### src/rtl/alu_pkg.sv
// alu_pkg: ALU op-code encodings and RV32I major opcodes shared by decode, issue and ALU.
package alu_pkg;
    localparam logic [3:0] ALU_ADD  = 4'b0000;
    localparam logic [3:0] ALU_SLL  = 4'b0001;
    localparam logic [3:0] ALU_SLT  = 4'b0010;
    localparam logic [3:0] ALU_SLTU = 4'b0011;
    localparam logic [3:0] ALU_XOR  = 4'b0100;
    localparam logic [3:0] ALU_SRL  = 4'b0101;
    localparam logic [3:0] ALU_OR   = 4'b0110;
    localparam logic [3:0] ALU_AND  = 4'b0111;
    localparam logic [3:0] ALU_SUB  = 4'b1000;
    localparam logic [3:0] ALU_SRA  = 4'b1101;
    localparam logic [6:0] OPC_OP     = 7'b0110011;
    localparam logic [6:0] OPC_OP_IMM = 7'b0010011;
    localparam logic [6:0] OPC_LUI    = 7'b0110111;
    localparam logic [6:0] OPC_AUIPC  = 7'b0010111;
endpackage

### src/rtl/alu_issue_decode.sv
// alu_issue_decode: combinational mapping of instruction fields onto ALU operands, op and illegal flag.
module alu_issue_decode
    import alu_pkg::*;
#(
    parameter int XLEN = 32
) (
    input  logic [6:0]      opcode,
    input  logic [2:0]      funct3,
    input  logic            funct7b5,
    input  logic [XLEN-1:0] rs1_val,
    input  logic [XLEN-1:0] rs2_val,
    input  logic [XLEN-1:0] imm,
    input  logic [XLEN-1:0] pc,
    output logic [XLEN-1:0] a,
    output logic [XLEN-1:0] b,
    output logic [3:0]      op,
    output logic            illegal
);
    logic is_op, is_imm, is_lui, is_auipc, bad_arith, legal, shift;
    logic [3:0] arith_op;
    logic [XLEN-1:0] b_raw;
    always_comb begin
        is_op     = opcode == OPC_OP;
        is_imm    = opcode == OPC_OP_IMM;
        is_lui    = opcode == OPC_LUI;
        is_auipc  = opcode == OPC_AUIPC;
        arith_op  = funct3 == 3'b000 ? (is_op && funct7b5 ? ALU_SUB : ALU_ADD)
                  : funct3 == 3'b101 ? (funct7b5 ? ALU_SRA : ALU_SRL)
                  : {1'b0, funct3};
        // For OP-IMM, bit 30 is ordinary immediate data except on the shift encodings.
        bad_arith = is_op ? funct7b5 && funct3 != 3'b000 && funct3 != 3'b101
                          : funct7b5 && funct3 == 3'b001;
        legal     = ((is_op || is_imm) && !bad_arith) || is_lui || is_auipc;
        illegal   = !legal;
        op        = legal && (is_op || is_imm) ? arith_op : ALU_ADD;
        shift     = op == ALU_SLL || op == ALU_SRL || op == ALU_SRA;
        b_raw     = !legal ? '0 : is_op ? rs2_val : imm;
        b         = shift ? {{(XLEN-5){1'b0}}, b_raw[4:0]} : b_raw;
        a         = !legal || is_lui ? '0 : is_auipc ? pc : rs1_val;
    end
endmodule

### src/rtl/alu_issue.sv
// alu_issue: operand-issue stage with a 2-entry skid buffer, registered in_ready and issue counter.
module alu_issue
    import alu_pkg::*;
#(
    parameter int XLEN = 32,
    parameter int RD_W = 5
) (
    input  logic            clk,
    input  logic            rst_n,
    input  logic            flush,
    input  logic            in_valid,
    output logic            in_ready,
    input  logic [6:0]      in_opcode,
    input  logic [2:0]      in_funct3,
    input  logic            in_funct7b5,
    input  logic [XLEN-1:0] in_rs1_val,
    input  logic [XLEN-1:0] in_rs2_val,
    input  logic [XLEN-1:0] in_imm,
    input  logic [XLEN-1:0] in_pc,
    input  logic [RD_W-1:0] in_rd,
    output logic            out_valid,
    input  logic            out_ready,
    output logic [XLEN-1:0] alu_a,
    output logic [XLEN-1:0] alu_b,
    output logic [3:0]      alu_op,
    output logic [RD_W-1:0] out_rd,
    output logic            out_illegal,
    output logic [31:0]     issued_cnt
);
    localparam int W = 2 * XLEN + 4 + RD_W + 1;
    logic [XLEN-1:0] dec_a, dec_b;
    logic [3:0] dec_op;
    logic dec_ill, main_valid, skid_valid, accept, consume;
    logic [W-1:0] dec, main_q, skid_q;

    alu_issue_decode #(.XLEN(XLEN)) u_decode (
        .opcode(in_opcode), .funct3(in_funct3), .funct7b5(in_funct7b5),
        .rs1_val(in_rs1_val), .rs2_val(in_rs2_val), .imm(in_imm), .pc(in_pc),
        .a(dec_a), .b(dec_b), .op(dec_op), .illegal(dec_ill)
    );

    assign dec       = {dec_a, dec_b, dec_op, in_rd, dec_ill};
    assign {alu_a, alu_b, alu_op, out_rd, out_illegal} = main_q;
    assign out_valid = main_valid;
    assign in_ready  = !skid_valid;
    assign accept    = in_valid && !skid_valid;
    assign consume   = main_valid && out_ready;

    always_ff @(posedge clk or negedge rst_n) begin
        if (!rst_n) begin
            main_valid <= 1'b0;
            skid_valid <= 1'b0;
            main_q     <= '0;
            skid_q     <= '0;
            issued_cnt <= '0;
        end else begin
            issued_cnt <= issued_cnt + 32'(consume);
            if (flush) begin
                main_valid <= 1'b0;
                skid_valid <= 1'b0;
            end else if (consume || !main_valid) begin
                // Skid is only ever occupied while main is, so it always drains first.
                main_valid <= skid_valid || accept;
                skid_valid <= 1'b0;
                if (skid_valid)
                    main_q <= skid_q;
                else if (accept)
                    main_q <= dec;
            end else if (accept) begin
                skid_q     <= dec;
                skid_valid <= 1'b1;
            end
        end
    end
endmodule

### config.mk
export PLATFORM = sky130hd
export DESIGN_NAME = alu_issue
export DESIGN_NICKNAME = d
export VERILOG_FILES = /design/src/rtl/alu_pkg.sv /design/src/rtl/alu_issue_decode.sv /design/src/rtl/alu_issue.sv
export SDC_FILE = /design/constraint.sdc
export NUM_CORES = 1
export LEC_CHECK = 0
export CAP_MARGIN = 20
export CORE_UTILIZATION = 30
export DETAILED_ROUTE_END_ITERATION = 8
export SYNTH_ARGS = -nofsm -noshare
export SYNTH_HDL_FRONTEND = slang
export SYNTH_SLANG_ARGS = --single-unit
### constraint.sdc
create_clock -name clk -period 4.6 [get_ports clk]
set_input_delay 0.46 -clock clk [delete_from_list [all_inputs] [get_ports clk]]
set_output_delay 0.46 -clock clk [all_outputs]
set_load 0.02 [all_outputs]
==> flow_metrics.tcl <==
set metrics [dict create \
    outcome "finished, violations left" \
    failed_checks "DRC" \
    core_area_um2 26200 \
    post-route-period-util_pct 65.5 \
    worst_slew_margin_rel_pct 52.9 \
    maxCapViolations 0 \
    synth_compound_gate_area_share_pct 15.1 \
    die_h_um 166 \
    place_congestion 0.734 \
    tightestPinTransition_ns 0.706 \
    synth.mux.area_fraction_pct 9.27 \
    drive_gt1_share_pct 4.74 \
    antenna_violating_nets_post_route 0 \
    num_vias 6712 \
    wirelength_um 22900 \
    grt_start_max_net_pins 101 \
    worst_setup_path_start_kind "flop" \
    cts_h_tree_lvls 4 \
    setup.worst_path.end_class "primary output" \
    timing.clock.skew_ns 0.0105 \
    yosysWarningCount 0 \
    root_buffer "clkbuf_16" \
    static-leakage-power_nw 5.22 \
    netlist_top_cells_area "dfrtp_1, mux2i_1, o22ai_1" \
    maxSlewViolCount 0 \
    cts_setup_buffers 0 \
    number_of_global_route_vias_before_repair 6710 \
    placed_cells_incl_taps 1337 \
    grt_util_all_layers_pct 17.0 \
    via_per_inst 4.90 \
    dp_wirelength_um 15400 \
    cp_data_required_time_ns 4.14 \
    core.rowCount 59 \
    min_path_type "in2async" \
    synth_xor_area_share_pct 3.26 \
    reg2reg_depth 5 \
    synth-adder-area-share_pct 0.311 \
    cts.sink_count 182 \
    grt_antenna_before_repair 0 \
    critical_path.max_fanout 49 \
    power.density_nw_per_um2 357 \
    yosysTopAreaCell "dfrtp_1" \
    rsz0062_at_grt "no" \
    drt_first_iter_violations 458 \
    cells_after_synth 788 \
    post-route-drc-count 15 \
    grt_total_ovfl 0 \
    flow.area_growth_from_synthesis_pct 42.8 \
    portBuffers 256 \
    final.min_clock_period_ns 3.01 \
    num_antenna_cells 0 \
    clock_path_buffers 2 \
    synth_top_family_by_area "compound AO/OA/AOI/OAI gates" \
    post-layout-total-power_mw 4.10 \
    syn_avg_cell_area_um2 10.2 \
    syn-num-nets 939 \
    die_w_um 166 \
    criticalPathCategory "reg2out" \
    netlist_cell_types 37 \
    final_hold_viol_count 0 \
    postCtsResizedCells 0 \
    worst_r2r_endpoint "main_q[69]$_DFFE_PN0P_" \
    worst-r2r-setup-slack_ns 1.93 \
    start_util_pct 30.7 \
    stdcell_count 1369 \
    design.portCount 257 \
    cp_data_arrival_time_ns 2.55 \
    final.fill_count 2527 \
    regToRegStartpoint "skid_valid$_DFFE_PN0P_" \
    synth_sequential_area_ratio_pct 56.5 \
    setup_viol 0 \
    post_synth_instance_area_um2 8050 \
    clkSlewWorstSetupHoldPaths_ns 0.08 \
    clock_insertion_delay_worst_skew_ns 0.43 \
    timing.critical_path.to "in_ready" \
    cts_made_buffers 17 \
    global_route_wire_length_before_repair_um 37200 \
    ys_seq_elements 182 \
    design.die.area_um2 27500 \
    final.setup.tns_ns 0 \
    synth_largest_type_area_fraction_pct 56.5 \
    tritoncts "done" \
    drt_pass_1_iters 7 \
    post_synth_and_or_nand_nor_area_fraction_pct 12.4 \
    cts_hold_buffers 0 \
    routed_wire_length_per_instance_um 16.7 \
    worst_ir_drop_on_vdd_mv 0.180 \
    maximum_operating_frequency_ghz 0.332 \
    worst_setup_path_startpoint "skid_valid$_DFFE_PN0P_" \
    finalNetCount 1172 \
]
## sequential cells by signal (all words and copies together), names as in the netlist
signal	count
issued_cnt	32
main_q	74
out_valid	1
skid_q	74
skid_valid	1
## report_power, final
group | internal [mW] | switching, mW | leakage [nW]
Sequential | 1.74 | 0.0959 | 2.37
Clock | 0.769 | 0.685 | 0.279
Combinational | 0.416 | 0.402 | 2.57
## worst max-delay path, cell delays in order, from the launching register on
cell	delay (ns)
dfrtp_4	0.70
buf_4	0.57
inv_1	0.21
clkdlybuf4s50_1	0.62
## Yosys cell counts
cell / n
nor2_1: 72
mux2i_1: 69
or4_4: 1
nand4b_1: 2
ha_1: 2
nor2b_1: 2
dfrtp_1: 182
nand2b_1: 4
clkbuf_1: 43
or3_1: 5
o211ai_1: 3
o21ai_1: 75
o21a_1: 1
and4_1: 5
nor3_1: 5
buf_4: 1
inv_1: 3
nand3_1: 18
a21boi_1: 2
xor2_1: 7
or4_1: 3
xnor2_1: 23
buf_2: 6
and3_1: 7
buf_6: 3
and4bb_2: 1
buf_1: 1
mux2_1: 5
o22ai_1: 64
nor4_1: 2
nand2_1: 83
nand4_1: 8
a21oi_1: 72
a22o_1: 3
and2_1: 2
nor3b_1: 1
o21ai_0: 2
## cell families after synthesis
kind of cell,after synthesis
compound gates,222
buf+inv,57
simple gates,221
mux,74
xor+xnor,30
fa+ha+maj,2
flops,182
## layer usage
layer	vias to the layer above	global-route usage (%)	part of all wire, %	routed length [um]
li1	3253	-	-	-
met4	0	4.35	0.79	180
met3	14	4.62	7.2	1660
met2	222	27.2	46	10600
met5	-	0	0	0
met1	3223	22.8	46	10500
## cell type report
type	instances	area [um^2]	area share, %
Timing Repair Buffer	268	2670	23.2
Clock inverter	13	138	1.20
Tap cell	335	419	3.64
Multi-Input combinational cell	549	3270	28.5
Inverter	3	11.3	0.0979
Clock buffer	19	433	3.76
Sequential cell	182	4560	39.6
## metrics by stage
stage / utilization, % / area [um^2] / worst slack (ns) / hold slack (ns)
after floorplan: - / 8050 / 2.45 / 0.164
after global placement: 41.7 / 10900 / 1.69 / 0.464
after detailed placement: 41.7 / 10900 / 1.62 / 0.475
after CTS: 43.9 / 11500 / 1.56 / 0.0814
after global routing: 43.9 / 11500 / 1.44 / 0.101
final: 43.9 / 11500 / 1.59 / 0.0462
## how the worst min path moves through the flow
stage                                           to  slack (ns)  cells past startpoint
after detailed placement    skid_q[41]$_DFFE_PN0P_        0.48                      2
after global routing        skid_q[37]$_DFFE_PN0P_        0.10                      1
after CTS                   main_q[37]$_DFFE_PN0P_        0.08                      1
final                       skid_q[37]$_DFFE_PN0P_        0.05                      1
after floorplan            issued_cnt[0]$_DFF_PN0_        0.16                      0
after global placement    issued_cnt[31]$_DFF_PN0_        0.46                      1
## cell usage in the layout, fill, tap and decap left out, types with 8 or more instances in the layout
master,Yosys,final
clkdlybuf4s50_1,0,255
dfrtp_1,182,181
nand2_1,83,83
o21ai_1,75,75
nor2_1,72,72
a21oi_1,72,72
mux2i_1,69,69
o22ai_1,64,64
xnor2_1,23,23
nand3_1,18,17
clkbuf_16,0,17
buf_4,1,11
nand4_1,8,8
(Power assumes the default switching activity.)
